--- src/rtl/sr_feeder.sv ---
// Line-buffer feeder: loads BUFFER_SIZE SRAM words into a shift_reg, then recirculates it num_pass times.
// Optional stall-cycle performance counter built when FEEDER_PERF_EN is defined.
module sr_feeder #(
  parameter int DATA_WIDTH  = 8,
  parameter int BUFFER_SIZE = 9,
  parameter int ADDR_WIDTH  = 10,
  parameter int PASS_WIDTH  = 8
) (
  input  logic                  clk,
  input  logic                  rst_n,
  input  logic                  start,
  input  logic [ADDR_WIDTH-1:0] base_addr,
  input  logic [PASS_WIDTH-1:0] num_pass,
  input  logic                  stall,
  output logic                  mem_rd_en,
  output logic [ADDR_WIDTH-1:0] mem_addr,
  input  logic [DATA_WIDTH-1:0] mem_rdata,
  output logic                  sr_in_valid,
  output logic                  sr_read_en,
  output logic [DATA_WIDTH-1:0] sr_data,
  output logic                  busy,
  output logic                  done,
  output logic [15:0]           perf_stall_cnt
);

  localparam int BW = (BUFFER_SIZE > 1) ? $clog2(BUFFER_SIZE) : 1;
  localparam int RW = $clog2(BUFFER_SIZE + 1);

  typedef enum logic [2:0] {S_IDLE, S_LOAD, S_RECIRC, S_LAST, S_DONE} state_t;

  state_t                  state_q, state_d;
  logic [ADDR_WIDTH-1:0]   base_q;
  logic [PASS_WIDTH-1:0]   num_pass_q;
  logic [RW-1:0]           rd_cnt;
  logic [BW-1:0]           load_cnt, beat_cnt;
  logic [PASS_WIDTH-1:0]   pass_cnt;
  logic                    rvalid_q;
  logic [DATA_WIDTH-1:0]   skid_data [2];
  logic [1:0]              skid_cnt, skid_cnt_d;
  logic                    accept, skid_any, emit_load, emit_recirc, push, pop, issue;
  logic                    load_last, recirc_last, busy_d, done_d;
  logic [ADDR_WIDTH-1:0]   issue_addr;
  logic [DATA_WIDTH-1:0]   emit_word;

  // A read issued in the first stall cycle returns after the skid already holds
  // the previous word, so the skid has two slots; issue is throttled so at most
  // two words are ever unemitted.
  always_comb begin
    // NOTE: every signal written here gets a default first so no latch is inferred.
    accept      = (state_q == S_IDLE) && start;
    skid_any    = (skid_cnt != 2'd0);
    emit_load   = (state_q == S_LOAD) && !stall && (rvalid_q || skid_any);
    emit_recirc = (state_q == S_RECIRC) && !stall;
    emit_word   = skid_any ? skid_data[0] : mem_rdata;
    pop         = emit_load && skid_any;
    push        = rvalid_q && !(emit_load && !skid_any);
    skid_cnt_d  = skid_cnt + {1'b0, push} - {1'b0, pop};
    issue       = accept ||
                  ((state_q == S_LOAD) && !stall && (rd_cnt != RW'(BUFFER_SIZE)) &&
                   ((skid_cnt_d + {1'b0, mem_rd_en}) <= 2'd1));
    issue_addr  = accept ? base_addr : base_q + ADDR_WIDTH'(rd_cnt);
    load_last   = emit_load && (load_cnt == BW'(BUFFER_SIZE - 1));
    recirc_last = emit_recirc && (beat_cnt == BW'(BUFFER_SIZE - 1)) &&
                  (pass_cnt == num_pass_q - PASS_WIDTH'(1));
  end

  // FSM: state register
  always_ff @(posedge clk) begin
    // NOTE: sequential state uses non-blocking assignments only.
    if (!rst_n) state_q <= S_IDLE;
    else        state_q <= state_d;
  end

  // FSM: next state
  always_comb begin
    state_d = state_q;
    unique case (state_q)
      S_IDLE:   if (start)       state_d = S_LOAD;
      S_LOAD:   if (load_last)   state_d = (num_pass_q != '0) ? S_RECIRC : S_LAST;
      S_RECIRC: if (recirc_last) state_d = S_LAST;
      S_LAST:                    state_d = S_DONE;
      S_DONE:                    state_d = S_IDLE;
      default:                   state_d = S_IDLE;
    endcase
  end

  // FSM: outputs, registered below so they describe the state being entered
  always_comb begin
    busy_d = (state_d == S_LOAD) || (state_d == S_RECIRC) || (state_d == S_LAST);
    done_d = (state_d == S_DONE);
  end

  always_ff @(posedge clk) begin
    if (!rst_n) begin
      base_q      <= '0;
      num_pass_q  <= '0;
      rd_cnt      <= '0;
      load_cnt    <= '0;
      beat_cnt    <= '0;
      pass_cnt    <= '0;
      rvalid_q    <= 1'b0;
      skid_cnt    <= '0;
      mem_rd_en   <= 1'b0;
      mem_addr    <= '0;
      sr_in_valid <= 1'b0;
      sr_read_en  <= 1'b0;
      sr_data     <= '0;
      busy        <= 1'b0;
      done        <= 1'b0;
    end else begin
      busy        <= busy_d;
      done        <= done_d;
      mem_rd_en   <= issue;
      rvalid_q    <= mem_rd_en;
      skid_cnt    <= skid_cnt_d;
      sr_in_valid <= emit_load || emit_recirc;
      sr_read_en  <= emit_load;
      sr_data     <= emit_load ? emit_word : '0;
      if (issue) mem_addr <= issue_addr;

      if (accept) begin
        base_q     <= base_addr;
        num_pass_q <= num_pass;
        rd_cnt     <= RW'(1);
        load_cnt   <= '0;
        beat_cnt   <= '0;
        pass_cnt   <= '0;
      end else begin
        if (issue)     rd_cnt   <= rd_cnt + RW'(1);
        if (emit_load) load_cnt <= load_cnt + BW'(1);
        if (emit_recirc) begin
          if (beat_cnt == BW'(BUFFER_SIZE - 1)) begin
            beat_cnt <= '0;
            pass_cnt <= pass_cnt + PASS_WIDTH'(1);
          end else begin
            beat_cnt <= beat_cnt + BW'(1);
          end
        end
      end
    end
  end

  // NOTE: skid storage is not reset; skid_cnt alone says which slots hold data.
  always_ff @(posedge clk) begin
    if (pop)  skid_data[0]            <= skid_data[1];
    if (push) skid_data[skid_cnt_d[1]] <= mem_rdata;
  end

`ifdef FEEDER_PERF_EN
  logic [15:0] perf_q;

  always_ff @(posedge clk) begin
    if (!rst_n)                               perf_q <= '0;
    else if (accept)                          perf_q <= '0;
    else if (busy && stall && perf_q != 16'hFFFF) perf_q <= perf_q + 16'd1;
  end

  assign perf_stall_cnt = perf_q;
`else
  assign perf_stall_cnt = '0;
`endif

endmodule

--- config.mk ---
export PLATFORM = sky130hd
export DESIGN_NAME = sr_feeder
export DESIGN_NICKNAME = d
export VERILOG_FILES = /design/src/rtl/sr_feeder.sv
export SDC_FILE = /design/constraint.sdc
export NUM_CORES = 1
export LEC_CHECK = 0
export ABC_CLOCK_PERIOD_IN_PS = 4200
export BUFFER_PORTS_ARGS = -buffer_cell sky130_fd_sc_hd__buf_4
export CAP_MARGIN = 20
export CORE_AREA = 2 2 99 101
export DETAILED_ROUTE_END_ITERATION = 7
export DIE_AREA = 0 0 101 103
export GPL_TIMING_DRIVEN = 0
export PLACE_DENSITY = 0.69
export SLEW_MARGIN = 5
export SYNTH_ARGS = -nofsm -noshare
export SYNTH_HDL_FRONTEND = slang
export SYNTH_SLANG_ARGS = --single-unit
export TNS_END_PERCENT = 100
--- constraint.sdc ---
create_clock -name clk -period 4.2 [get_ports clk]
set_clock_uncertainty 0.05 [all_clocks]
set_input_delay 0.84 -clock clk [delete_from_list [all_inputs] [get_ports clk]]
set_output_delay 0.84 -clock clk [all_outputs]
set_load 0.01 [all_outputs]
# Word-level counts from Yosys, hierarchy flattened
# Memory sizes are Yosys's and may differ from the RTL's.
# Index checks and enable logic that the tools add are counted.
[totals]
register_bits = 67
ram_bits = 16
input_bits = 30
output_inout_bits = 39
elab_cells = 81
memories = 1
[mem_list]
columns = ["memory", "words", "width", "read_ports", "rd_ports_with_merged_regs", "write_ports", "line_no", "rtl"]
rows = [
  ["skid_data", 2, 8, 2, 0, 2, "38", "logic [DATA_WIDTH-1:0] skid_data [2];"],
]
[op_classes]
add_sub_neg = 9
n_lt_le_gt_ge = 1
eq_ne = 11
muxes = 14
bitwise = 1
n_reduce_logical = 27
[op_table]
columns = ["operator", "n"]
rows = [
  ["adder 4 x 1 -> 4 bit (second input constant)", 3],
  ["== test 3 x 2 -> 1 bit (second input constant)", 4],
  ["logical AND 1 bit", 12],
  ["case mux 3 bit (4 select lines)", 1],
  ["adder 10 x 4 -> 10 bit", 1],
  ["two-way mux 10 bit", 1],
  ["two-way mux 3 bit", 3],
  ["adder 8 x 1 -> 8 bit (second input constant)", 1],
  ["== test 4 bit (second input constant)", 2],
  ["== test 8 bit", 1],
  ["two-way mux 8 bit", 1],
  ["nonzero test 8 bit", 1],
  ["subtractor 8 x 1 -> 8 bit (second input constant)", 1],
  ["two-way mux 1 bit", 7],
  ["== test 3 x 1 -> 1 bit (second input constant)", 2],
  ["logical OR 1 bit", 5],
  ["adder 2 x 1 -> 2 bit", 2],
  ["two-way mux 4 bit", 1],
  ["inequality test 4 bit (second input constant)", 1],
  ["AND reduction 2 bit", 2],
  ["nonzero test 2 bit", 2],
  ["== test 3 bit (second input constant)", 1],
  ["logical NOT 1 bit", 3],
  ["logical NOT 3 bit", 1],
  ["4 further kinds", 4],
]

# Depth between registers and ports, before layout
[logic_depth]
ltp_word = 14
ltp_mapped = 13
depth_no_buf = 10

# Least setup slack after synthesis
# Ideal clock, no wire load.
[synth_path]
path_kind = "input-to-reg"
startpoint = "input stall"
endpoint = "register rd_cnt[3]"
setup_time_ns = 0.069
arrival_time_ns = 3.361
t_required_ns = 4.081
setup_slack_ns = 0.721
stages = 11
n_path_buf = 1
cell_sequence = "or4b_1 > buf_2 > o21ai_0 > ha_1 > inv_1 > ha_1 > xnor3_1 > xor2_1 > or2_4 > or4_1 > o21ai_1"
[synth_between]
elab_chain_len = 12
word_cells_on_any_way = 14
cone_classes = "3 x add/sub; 1 x order compare; 10 x reduce/logical"
[synth_rtl]
columns = ["element", "line_no", "rtl"]
rows = [
  ["start, declared", "14", "input logic stall,"],
  ["logical NOT 1 bit (*)", "52, 59", ""],
  ["logical AND 1 bit (*)", "52, 59", ""],
  ["logical AND 1 bit", "52", "emit_load = (state_q == S_LOAD) && !stall && (rvalid_q || skid_any);"],
  ["logical AND 1 bit", "56", "push = rvalid_q && !(emit_load && !skid_any);"],
  ["logical NOT 1 bit", "56", ""],
  ["logical AND 1 bit", "56", ""],
  ["adder 2 x 1 -> 2 bit", "57", "skid_cnt_d = skid_cnt + {1'b0, push} - {1'b0, pop};"],
  ["subtractor 2 x 1 -> 2 bit", "57", ""],
  ["adder 2 x 1 -> 2 bit", "60", "((skid_cnt_d + {1'b0, mem_rd_en}) <= 2'd1));"],
  ["less-or-equal comparator 2 x 1 -> 1 bit", "60", ""],
  ["logical AND 1 bit (*)", "59", "((state_q == S_LOAD) && !stall && (rd_cnt != RW'(BUFFER_SIZE)) &&"],
  ["logical OR 1 bit (*)", "58", "issue = accept ||"],
  ["end signal, assigned", "129", "if (issue) rd_cnt <= rd_cnt + RW'(1);"],
  ["end, declared", "34", "logic [RW-1:0] rd_cnt;"],
]
# Every way passes the cells marked *; elsewhere a longest branch is shown, timed or not.
# A chain may end at the register's enable or synchronous reset.

# Worst setup path after layout
[layout_path]
startpoint = "input stall"
endpoint = "register mem_addr[5]"
[layout_between]
elab_chain_len = 12
word_cells_on_any_way = 14
cone_classes = "3 x add/sub; 1 x order compare; 10 x reduce/logical"
[layout_rtl]
columns = ["element", "line_no", "rtl"]
rows = [
  ["logical NOT 1 bit (*)", "52, 59", ""],
  ["logical AND 1 bit (*)", "52, 59", ""],
  ["logical AND 1 bit", "52", ""],
  ["logical AND 1 bit", "56", ""],
  ["logical NOT 1 bit", "56", ""],
  ["logical AND 1 bit", "56", ""],
  ["adder 2 x 1 -> 2 bit", "57", ""],
  ["subtractor 2 x 1 -> 2 bit", "57", ""],
  ["adder 2 x 1 -> 2 bit", "60", ""],
  ["less-or-equal comparator 2 x 1 -> 1 bit", "60", ""],
  ["logical AND 1 bit (*)", "59", ""],
  ["logical OR 1 bit (*)", "58", ""],
  ["end signal, assigned", "119", "if (issue) mem_addr <= issue_addr;"],
  ["end, declared", "16", "output logic [ADDR_WIDTH-1:0] mem_addr,"],
]
# Marks and branches as above.

==> metrics.cfg <==
[hold_path]
holdCritStartpoint=base_q[8]
hold_path_class=reg2reg

[clock_tree]
clkTransAtPathRegs_ns=0.09
insertion_delay_ns=0.37
cts_tree=yes
post_cts_resized=0
cts_buffers=9
clockBufferDepth=2
root_buffer=clkbuf_8
hold_buffers=0
h-tree-depth=3
clock-sinks=83
post_cts_buffers=0

[power]
powerDensity_mw_per_mm2=351
power.leakage_nw=1.90
ir_drop_mv=0.172

[synthesis]
async_flop_share=0
yosysSeqAreaShare=0.462
syn_area_per_cell_sq_um=8.88
synthFlopType=dfxtp_1
synth_fa_ha_area_frac=0.0495
ys_ff_latch=83
synth_mux_area_frac=0.0279
synth_top_family_by_area=simple AND/OR/NAND/NOR gates
synth_compound_area_frac=0.122
synthCells=444
synthXorXnorAreaFrac=0.0702
synth_edf_count=16
syn_area_sq_mm=0.00394
synth-simple-area-share=0.199
synth_cell_types=50
ys.warnings.count=0

[timing]
finalSetupViolCount=0
finalHoldViolations=0
period_share=0.855
period_needed_ns=3.59
tightest_slew_ns=1.02
setup_tns_ns=0
drv_slew=0
fmax_mhz=279
rsz0062_at_grt=false
relSlewSlack=0.312

[drt]
detail-route-antenna-nets=0
drc=0
drt_iter0_markers=120
dr.pass1.iters=5
wire_per_inst_microns=13.8
viasPerCell=5.10
wl_mm=8.83
vias=3276

[finish]
n_antenna_cell=0
syn_to_final_growth_pct=20.2
drive_above_1_share=0.191
layout_common_cells=nand2_1, buf_4, dfxtp_1, a21oi_1, nor2_1
final.fill_count=909
final_net_count=568
layout_commonest_cell=nand2_1
stdcell_area_sq_mm=0.00474

[setup_path]
critPathLaunch=stall
crit_path_max_incr_delay_ns=0.44
worstSetupEndpointType=register
cp_common_cell=ha_1
cp.required_ns=4.44
path_class=in2reg
cp-start-kind=input port
cp.arrival_ns=3.83
critPathTopFamily=simple AND/OR/NAND/NOR gates
worst-path-buf-inv=4
cpMaxStageDelayCell=or4b_1
critical_path.cell_chain=buf_4, or4b_1, buf_2, o21ai_0, ha_1, inv_1, ha_1, xnor3_1, xor2_1, or2_4, clkbuf_1, nand3_1, a31oi_1
cp_max_fo=10
r2r-start=state_q[1]

[global_route]
grt_max_degree=19
grt_pass1_vias=3001
antenna_found_initial=0
grt_pass1_wl_mm=14.2
grt_overflow=0
grt_usage=0.175

[place]
portBuffers=52
placed_cell_area_sq_mm=0.00453
post-dp-hpwl_mm=6.38
globalplace.congestion=0.832

[floorplanning]
fp.dieW_microns=101
ioPinCount=69
row_count=36
dieArea_sq_mm=0.0104
start_util=0.417
die_y_microns=103
coreArea_sq_mm=0.00946

[flow_run]
maxCapViolations=0

[run_status]
status=finished clean

[per-stage QoR]
stage	power (mW)	worst slack [ns]	util	cells	hold slack [ns]
finish	1.67	0.610	0.501	642	0.408
global route	1.74	0.313	0.501	642	0.441
CTS	1.68	0.549	0.500	641	0.411
detailed placement	1.10	0.190	0.479	625	0.399
global placement	1.10	0.306	0.479	625	0.396
floorplan	1.02	0.721	-	459	0.386
[per-layer routing]
metal  wire (microns)  track usage  share of wire  up-vias
met4              134       0.0717          0.015        0
met3              527       0.0271          0.060       12
met5                0            0              0        -
met2             4350        0.300           0.49       91
met1             3820        0.221           0.43     1516
li1                 -            -              -     1657
[flip-flops by register name, indices dropped and copies added, names as in the netlist, 4 cells and up]
register,flops
num_pass_q,8
rd_cnt,4
skid_data,16
beat_cnt,4
mem_addr,10
load_cnt,4
base_q,10
pass_cnt,8
sr_data,8
[worst paths after layout]
kind,end,slack [ns],depth (start not counted)
max,mem_addr[5],0.61,13
min,base_q[8],0.41,2
max reg2reg,mem_addr[5],0.77,12
min reg2reg,base_q[8],0.41,2
[power breakdown]
group | internal [mW] | leakage [nW] | switching (mW) | total [mW]
sequential | 0.840 | 0.691 | 0.0205 | 0.861
clock | 0.236 | 0.102 | 0.344 | 0.580
combinational | 0.0982 | 1.11 | 0.127 | 0.225
[synth_stat cells, types with 2 or more instances]
cell / instances / area share
buf_4: 17 / 0.032
buf_2: 2 / 0.0025
and3_1: 2 / 0.0032
and2_1: 2 / 0.0032
a211oi_1: 5 / 0.0095
edfxtp_1: 16 / 0.12
o311ai_0: 2 / 0.0044
nor3_1: 7 / 0.0089
o221ai_1: 2 / 0.0044
nor4_1: 2 / 0.0032
o22ai_1: 2 / 0.0032
clkbuf_1: 19 / 0.018
ha_1: 14 / 0.044
inv_1: 15 / 0.014
and4b_1: 2 / 0.0051
xnor2_1: 14 / 0.031
mux2_2: 8 / 0.023
nand3b_1: 3 / 0.0057
mux2i_1: 2 / 0.0051
or4_1: 2 / 0.0038
xor2_1: 15 / 0.033
nor3b_1: 3 / 0.0057
nand4_1: 8 / 0.013
a21oi_1: 38 / 0.048
o21bai_1: 4 / 0.0076
nand3_1: 16 / 0.020
nor2_1: 34 / 0.032
nand2_1: 79 / 0.075
nand2b_1: 2 / 0.0032
a31o_2: 2 / 0.0044
nor2b_1: 2 / 0.0032
dfxtp_1: 67 / 0.34
o21ai_0: 12 / 0.015
a31oi_1: 8 / 0.013
[area by class of cell]
type	instances	area, sq um	area share
Buffer	39	213	0.0449
Clock buffer	9	124	0.0261
Clock inverter	7	78.8	0.0166
Multi-Input combinational cell	322	1910	0.402
Inverter	15	56.3	0.0119
Sequential cell	83	1820	0.384
Tap cell	114	143	0.0301
Timing Repair Buffer	53	395	0.0834
[worst register-to-register path: stages, from the launching register on]
cell	delay, ns
dfxtp_1	0.39
or4b_1	0.50
buf_2	0.17
o21ai_0	0.26
ha_1	0.29
inv_1	0.05
ha_1	0.18
xnor3_1	0.28
xor2_1	0.27
or2_4	0.20
clkbuf_1	0.41
nand3_1	0.13
a31oi_1	0.19
[cells by family (layout without fill, tap and decap cells)]
logic type / Yosys count / after routing
AO/OA/AOI/OAI: 81 / 81
AND/OR/NAND/NOR: 170 / 170
flip-flops: 83 / 83
buffers and inverters: 54 / 123
other: 1 / 16
XOR/XNOR: 30 / 30
adder cells (fa/ha/maj): 15 / 15
multiplexers: 10 / 10
(Power assumes the default switching activity.)
